===== src/rtl/id_stage.sv =====
`default_nettype none
// ============================================================================
//  Module      : id_stage
//  Description : Instruction-decode stage of the five-stage MIPS pipeline.
//                Holds the 32x32 register file (with write-through forwarding
//                from write-back), sign-extends the immediate, decodes the
//                main control word and captures everything into ID/EX.
//  Revision    : 1.0 - initial release
// ============================================================================
module id_stage (
    input  logic        clk,
    input  logic        rst,
    input  logic [31:0] if_id_ir,
    input  logic [31:0] if_id_npc,
    input  logic        flush,
    input  logic        wb_regwrite,
    input  logic [4:0]  wb_wreg,
    input  logic [31:0] wb_wdata,
    output logic [31:0] id_ex_npc,
    output logic [31:0] id_ex_a,
    output logic [31:0] id_ex_b,
    output logic [31:0] id_ex_imm,
    output logic [4:0]  id_ex_rt,
    output logic [4:0]  id_ex_rd,
    output logic [1:0]  id_ex_wb,
    output logic [2:0]  id_ex_m,
    output logic [3:0]  id_ex_ex
);

    // Supported primary opcodes
    localparam logic [5:0] C_OP_RTYPE = 6'h00;
    localparam logic [5:0] C_OP_LW    = 6'h23;
    localparam logic [5:0] C_OP_SW    = 6'h2B;
    localparam logic [5:0] C_OP_BEQ   = 6'h04;

    localparam int unsigned C_NREGS = 32;

    // ------------------------------------------------------------------------
    // Instruction field split
    // ------------------------------------------------------------------------
    logic [5:0]  w_opcode;
    logic [4:0]  w_rs;
    logic [4:0]  w_rt;
    logic [4:0]  w_rd;
    logic [15:0] w_imm;

    assign w_opcode = if_id_ir[31:26];
    assign w_rs     = if_id_ir[25:21];
    assign w_rt     = if_id_ir[20:16];
    assign w_rd     = if_id_ir[15:11];
    assign w_imm    = if_id_ir[15:0];

    // A write-back only takes effect when enabled and not aimed at r0
    logic w_wb_en;
    assign w_wb_en = wb_regwrite && (wb_wreg != 5'd0);

    // ------------------------------------------------------------------------
    // Register file
    // ------------------------------------------------------------------------
    logic [31:0] rf_q [C_NREGS];

    // Register-file write port; reset clears every entry and drops any
    // write-back presented during reset
    always_ff @(posedge clk or posedge rst) begin
        if (rst) begin
            for (int i = 0; i < C_NREGS; i++) begin
                rf_q[i] <= 32'd0;
            end
        end else if (w_wb_en) begin
            rf_q[wb_wreg] <= wb_wdata;
        end
    end

    // ------------------------------------------------------------------------
    // Operand read with same-cycle write-through from write-back.
    // r0 reads as zero regardless of the stored value or any forwarding.
    // ------------------------------------------------------------------------
    logic [31:0] w_rs_val;
    logic [31:0] w_rt_val;

    // rs read port
    always_comb begin
        w_rs_val = rf_q[w_rs];
        if (w_rs == 5'd0) begin
            w_rs_val = 32'd0;
        end else if (w_wb_en && (wb_wreg == w_rs)) begin
            w_rs_val = wb_wdata;
        end
    end

    // rt read port
    always_comb begin
        w_rt_val = rf_q[w_rt];
        if (w_rt == 5'd0) begin
            w_rt_val = 32'd0;
        end else if (w_wb_en && (wb_wreg == w_rt)) begin
            w_rt_val = wb_wdata;
        end
    end

    // ------------------------------------------------------------------------
    // Sign extension
    // ------------------------------------------------------------------------
    logic [31:0] w_imm_ext;
    assign w_imm_ext = {{16{w_imm[15]}}, w_imm};

    // ------------------------------------------------------------------------
    // Main control decode
    // ------------------------------------------------------------------------
    logic       w_regdst;
    logic       w_alusrc;
    logic       w_memtoreg;
    logic       w_regwrite;
    logic       w_memread;
    logic       w_memwrite;
    logic       w_branch;
    logic [1:0] w_aluop;

    // Opcode to control-signal decode; unknown opcodes become no-ops
    always_comb begin
        w_regdst   = 1'b0;
        w_alusrc   = 1'b0;
        w_memtoreg = 1'b0;
        w_regwrite = 1'b0;
        w_memread  = 1'b0;
        w_memwrite = 1'b0;
        w_branch   = 1'b0;
        w_aluop    = 2'b00;
        case (w_opcode)
            C_OP_RTYPE: begin
                w_regdst   = 1'b1;
                w_regwrite = 1'b1;
                w_aluop    = 2'b10;
            end
            C_OP_LW: begin
                w_alusrc   = 1'b1;
                w_memtoreg = 1'b1;
                w_regwrite = 1'b1;
                w_memread  = 1'b1;
            end
            C_OP_SW: begin
                w_alusrc   = 1'b1;
                w_memwrite = 1'b1;
            end
            C_OP_BEQ: begin
                w_branch   = 1'b1;
                w_aluop    = 2'b01;
            end
            default: begin
                w_aluop    = 2'b00;
            end
        endcase
    end

    // ------------------------------------------------------------------------
    // ID/EX next-state: a flush turns the instruction into a bubble by
    // clearing only the control groups; data fields still flow through.
    // ------------------------------------------------------------------------
    logic [1:0] wb_d;
    logic [2:0] m_d;
    logic [3:0] ex_d;

    // Control-group packing with flush override
    always_comb begin
        wb_d = {w_regwrite, w_memtoreg};
        m_d  = {w_branch, w_memread, w_memwrite};
        ex_d = {w_regdst, w_aluop, w_alusrc};
        if (flush) begin
            wb_d = 2'b00;
            m_d  = 3'b000;
            ex_d = 4'b0000;
        end
    end

    logic [31:0] npc_q;
    logic [31:0] a_q;
    logic [31:0] b_q;
    logic [31:0] imm_q;
    logic [4:0]  rt_q;
    logic [4:0]  rd_q;
    logic [1:0]  wb_q;
    logic [2:0]  m_q;
    logic [3:0]  ex_q;

    // ID/EX pipeline register
    always_ff @(posedge clk or posedge rst) begin
        if (rst) begin
            npc_q <= 32'd0;
            a_q   <= 32'd0;
            b_q   <= 32'd0;
            imm_q <= 32'd0;
            rt_q  <= 5'd0;
            rd_q  <= 5'd0;
            wb_q  <= 2'b00;
            m_q   <= 3'b000;
            ex_q  <= 4'b0000;
        end else begin
            npc_q <= if_id_npc;
            a_q   <= w_rs_val;
            b_q   <= w_rt_val;
            imm_q <= w_imm_ext;
            rt_q  <= w_rt;
            rd_q  <= w_rd;
            wb_q  <= wb_d;
            m_q   <= m_d;
            ex_q  <= ex_d;
        end
    end

    assign id_ex_npc = npc_q;
    assign id_ex_a   = a_q;
    assign id_ex_b   = b_q;
    assign id_ex_imm = imm_q;
    assign id_ex_rt  = rt_q;
    assign id_ex_rd  = rd_q;
    assign id_ex_wb  = wb_q;
    assign id_ex_m   = m_q;
    assign id_ex_ex  = ex_q;

endmodule
`default_nettype wire


===== config.mk =====
export PLATFORM = sky130hd
export DESIGN_NAME = id_stage
export DESIGN_NICKNAME = d
export VERILOG_FILES = /design/src/rtl/id_stage.sv
export SDC_FILE = /design/constraint.sdc
export NUM_CORES = 2
export LEC_CHECK = 0
export ABC_AREA = 1
export CORE_MARGIN = 5
export CORE_UTILIZATION = 40
export CTS_BUF_LIST = sky130_fd_sc_hd__clkbuf_16
export DETAILED_ROUTE_END_ITERATION = 6
export GPL_TIMING_DRIVEN = 1
export HOLD_SLACK_MARGIN = 0.15
export PLACE_DENSITY = 0.57
export SETUP_SLACK_MARGIN = 0.05
export SLEW_MARGIN = 25
export SYNTH_ARGS = -nofsm -noshare
export SYNTH_HDL_FRONTEND = slang
export SYNTH_SLANG_ARGS = --single-unit

===== constraint.sdc =====
create_clock -name clk -period 40.2 [get_ports clk]
set_input_delay 6.03 -clock clk [delete_from_list [all_inputs] [get_ports clk]]
set_output_delay 6.03 -clock clk [all_outputs]
set_load 0.02 [all_outputs]

Word-level counts from Yosys, hierarchy flattened. Cells that the tools add are included.

Input bits: 105. Output and inout bits: 147. Bits in registers: 1155.

Bitwise operators: 3. Reduce and logical (&&, ||, !) cells: 10. Magnitude comparators: 4. Muxes and demuxes: 23. Equal/unequal tests: 5.

Operators with widths (number): 1024-bit bitwise mux (1); 32-bit binary-select mux with 5-bit select (2); 32-bit 2-to-1 mux (9); 32-bit demux with 5-bit select (1); 6-bit greater-or-equal comparator (second input constant) (3); 5-bit NOT with 6-bit output (3); 6-bit == test (second input constant) (2); 5-bit == test (2); 5-bit zero test (2); 6-bit by 3-bit == test with 1-bit output (second input constant) (1); 6-bit zero test (1); 6-bit by 1-bit < comparator with 1-bit output (second input constant) (1); 1-bit 2-to-1 mux (6); 5-bit nonzero test (1); 1-bit logical AND (4); 4-bit 2-to-1 mux (1); 2-bit one-hot mux with 2 select lines (1); 2-bit OR reduction (2); 3-bit 2-to-1 mux (1); 2-bit 2-to-1 mux (1).

Logic depth before layout (Yosys ltp).
Word-level depth: 6. Mapped depth: 14. Mapped depth without buffers: 11.

Least setup slack after synthesis. Ideal clock, no wire load.

Kind: input -> register. From: input if_id_ir[24]. To: register a_q[12], in the netlist id_ex_a[12]. Setup time: 0.121 ns. Setup slack: 32.817 ns. Path buffers: 2. Stages: 8. Data required time: 40.079 ns. Arrival: 7.262 ns. Cells stage by stage: clkbuf_1 -> xnor2_1 -> nand2_1 -> nor3_4 -> nand2_4 -> buf_6 -> o21ai_0 -> nor2_1.

Longest elaborated chain between the ends: 6. Elaborated cells between the ends (all ways): 9.

RTL lines: start: declaration (line 13) `input logic [31:0] if_id_ir,`; 5-bit NOT with 6-bit output (not written as such) (line 83) `w_rs_val = rf_q[w_rs];`; 32-bit binary-select mux with 5-bit select (line 83); 32-bit 2-to-1 mux (not written as such) (2 in series) (line 83); 32-bit 2-to-1 mux (line 86) `end else if (w_wb_en && (wb_wreg == w_rs)) begin`; 32-bit 2-to-1 mux * (line 84) `if (w_rs == 5'd0) begin`; net w_rs_val[12] (line 78) `logic [31:0] w_rs_val;`; end signal: assignment (line 199) `a_q <= w_rs_val;`; end: declaration (line 176) `logic [31:0] a_q;`.

Mark *: on every way through the listed nets, which the timed path passes. The rest lies on a longest branch. The select of a mux whose other input is x is not followed. A chain may end at the register's enable or synchronous reset.

Final worst setup path.
From: input if_id_ir[16]. To: register b_q[28], in the netlist id_ex_b[28].

Longest elaborated chain between the ends: 6. Elaborated cells between the ends (all ways): 9.

RTL lines: 5-bit NOT with 6-bit output (not written as such) (line 93) `w_rt_val = rf_q[w_rt];`; 32-bit binary-select mux with 5-bit select (line 93); 32-bit 2-to-1 mux (not written as such) (2 in series) (line 93); 32-bit 2-to-1 mux (line 96) `end else if (w_wb_en && (wb_wreg == w_rt)) begin`; 32-bit 2-to-1 mux * (line 94) `if (w_rt == 5'd0) begin`; net w_rt_val[28] (line 79) `logic [31:0] w_rt_val;`; end signal: assignment (line 200) `b_q <= w_rt_val;`; end: declaration (line 177) `logic [31:0] b_q;`.

Marked as above.

==> impl_metrics.env <==
export IMPL_placed_cells=10300
export IMPL_finish_instance_area_um2=69300
export IMPL_cts_resized=0
export IMPL_clkLatencyLatePin_ps=780
export IMPL_fin_worst_skew_ps=24.4
export IMPL_hold_class="reg2reg"
export IMPL_synth_seq_area_share_pct=46.4
export IMPL_htreeDepth=4
export IMPL_routabilityCongestion=0.854
export IMPL_drv_cap=0
export IMPL_fin_ws_ps=30470
export IMPL_whs_ps=376
export IMPL_p_int_mw=2.29
export IMPL_violations="DRC"
export IMPL_combPwrFrac_pct=19.3
export IMPL_final_nets=8461
export IMPL_row_count=144
export IMPL_status="finished, violations left"
export IMPL_cts_buffer_depth=3
export IMPL_min_period_ps=9730
export IMPL_n_fill_cell=15600
export IMPL_drc=2
export IMPL_fin_setup_tns_ps=0
export IMPL_netlist_instances=8617
export IMPL_core_um2=154000
export IMPL_multi_input_area_um2=27500
export IMPL_initial_utilization_pct=40.2
export IMPL_crit_type="in2reg"
export IMPL_dp_hpwl_mm=136
export IMPL_first_pass_iters=7
export IMPL_hold_viol=0
export IMPL_vias=60100
export IMPL_place_area_um2=64800
export IMPL_clk_pin_slew_ps=60
export IMPL_ant_nets=0
export IMPL_grt_max_degree=240
export IMPL_seqCellArea_um2=28700
export IMPL_p_leak_nw=32.8
export IMPL_slew_headroom_pct=25.2
export IMPL_cts_sinks=1148
export IMPL_tightestPinTransition_ps=1120
export IMPL_drtIter0Drc=7784
export IMPL_wirelength_mm=252
export IMPL_detail_route_vias_per_cell=5.71
export IMPL_syn_nets=8722
export IMPL_cts_buffers=137
export IMPL_ys_ff_latch=1148
export IMPL_stdcell_count=10500
export IMPL_pwr_share_seq_pct=44.6
export IMPL_ys_warn_count=0
export IMPL_synthToLayoutAreaGrowth_pct=11.9
export IMPL_p_switching_mw=1.08
export IMPL_final_common_cell="nand2_1"
export IMPL_maxSlewViolCount=0
export IMPL_fmax_mhz=103
export IMPL_dp_slack_ps=29900
export IMPL_setup_violations=0
export IMPL_first_global_vias=56000
export IMPL_antenna_found_initial=22
export IMPL_globalRouteOverflowTotal=0
export IMPL_cts_setup_buffers=0
export IMPL_crit_path_max_fanout=185
export IMPL_switching_share_pct=32.1
export IMPL_die_w_um=403
export IMPL_finalCritPeriodShare_pct=24.2
export IMPL_cp_end_kind="register"
export IMPL_grt_total_usage_pct=30.2
export IMPL_reg2reg_depth=9
export IMPL_cp_required_ps=40900
export IMPL_hold_buffers=0
export IMPL_synth_area_um2=61900
export IMPL_synth_cell_types=30
export IMPL_ios=252
export IMPL_drive_gt1_share_pct=5.21
export IMPL_p_per_area_nw_per_um2=48.7
export IMPL_cp_arrival_ps=10440
export IMPL_layout_common_cells="nand2_1, o21ai_0, dfrtp_1"
export IMPL_hold_depth=0
export IMPL_die_h_um=403
export IMPL_clockPowerShare_pct=36.2
export IMPL_critPathLaunchType="primary input"
export IMPL_grt_pass1_wl_mm=372
export IMPL_avgSynthCellArea_um2=7.18
export IMPL_clock_root_buffer="clkbuf_16"
export IMPL_cts_tree="built"
export IMPL_rsz0062_at_grt="no"
export IMPL_die_area_um2=163000
export IMPL_io_buffers=251
export IMPL_wire_per_inst_um=23.9
export IMPL_max_vdd_ir_drop_mv=0.0491
## per-layer routing
metal,up-vias,global-route usage (%),wire [um]
met1,28700,41.0,103000
met2,3259,46.2,109000
met5,-,0,80
li1,27400,-,-
met3,681,6.84,26900
met4,12,13.3,12500
## final timing paths
kind | start | slack (ps) | end
setup / recovery | if_id_ir[16] | 30470 | id_ex_b[28]
hold / removal | rf_q[1010] | 380 | rf_q[1010]
max in group asynchronous | rst | 31420 | rf_q[616]
min in group asynchronous | rst | 5780 | id_ex_imm[15]
setup reg to reg | rf_q[254] | 38650 | id_ex_a[30]
hold reg to reg | rf_q[1010] | 380 | rf_q[1010]
## state kept, by name, summed over array words and instances (netlist names)
register,flops
id_ex_m,3
id_ex_npc,32
id_ex_b,32
id_ex_rt,5
id_ex_ex,3
rf_q,1024
id_ex_rd,4
id_ex_a,32
id_ex_imm,12
id_ex_wb,1
## worst max-delay path, stage by stage
cell	delay, ps
buf_8	260
buf_12	570
buf_4	930
buf_4	820
buf_4	620
o21ai_0	200
o21ai_0	250
a21oi_1	90
nand2_1	110
nand2_1	50
a21oi_1	110
## per-stage QoR
| stage | power [mW] | util, % |
|---|---|---|
| after global routing | 3.55 | 45.0 |
| after floorplan | 1.95 | - |
| final | 3.37 | 45.0 |
| after global placement | 2.14 | 42.0 |
| after detailed placement | 2.16 | 42.1 |
| after CTS | 3.38 | 44.9 |
## final cells by class
type / count / share of cell area (%)
inverters: 666 / 3.67
clock buffers: 146 / 5.27
multi-input cells: 6042 / 39.7
repair buffers: 361 / 5.20
well taps: 2044 / 3.69
diodes: 8 / 0.0289
clock inverters: 102 / 0.955
flip-flops and latches: 1148 / 41.5
## power groups by stage
stage	Combinational [mW]	Clock (mW)	Sequential [mW]
floorplan	0.453	0	1.49
global placement	0.627	0	1.51
detailed placement	0.642	0	1.51
CTS	0.644	1.24	1.50
global route	0.739	1.28	1.53
finish	0.650	1.22	1.50
## cells by family after synthesis
logic type             share of synthesized area [%]
AO/OA/AOI/OAI                                   16.4
flip-flops                                      46.4
XOR/XNOR                                      0.0707
buffers and inverters                           9.47
AND/OR/NAND/NOR                                 27.7
## cells in the mapped netlist
cell type / count / share of area [%]
buf_1: 63 / 0.38
nor4_1: 2 / 0.020
or4_1: 1 / 0.012
nand2_2: 27 / 0.27
nand2_1: 2546 / 15
nand4_1: 5 / 0.051
nor2_2: 1 / 0.010
nor2_4: 4 / 0.073
nand3_1: 1020 / 8.2
buf_6: 4 / 0.073
nor3_1: 1 / 0.0081
xor2_1: 1 / 0.014
nor3_2: 7 / 0.11
nor3_4: 4 / 0.11
clkbuf_1: 400 / 2.4
nand2_4: 1 / 0.018
nor2_1: 428 / 2.6
a21oi_1: 297 / 2.4
o21ai_1: 63 / 0.51
nand3_2: 1 / 0.016
dfrtp_1: 1148 / 46
inv_1: 652 / 4.0
o211ai_1: 210 / 2.5
or2_2: 69 / 0.70
buf_2: 248 / 2.0
o21ai_0: 1350 / 11
buf_4: 44 / 0.53
inv_2: 14 / 0.085
clkbuf_2: 2 / 0.016
xnor2_1: 4 / 0.057
Note: power is estimated with default switching activity, not from simulation.
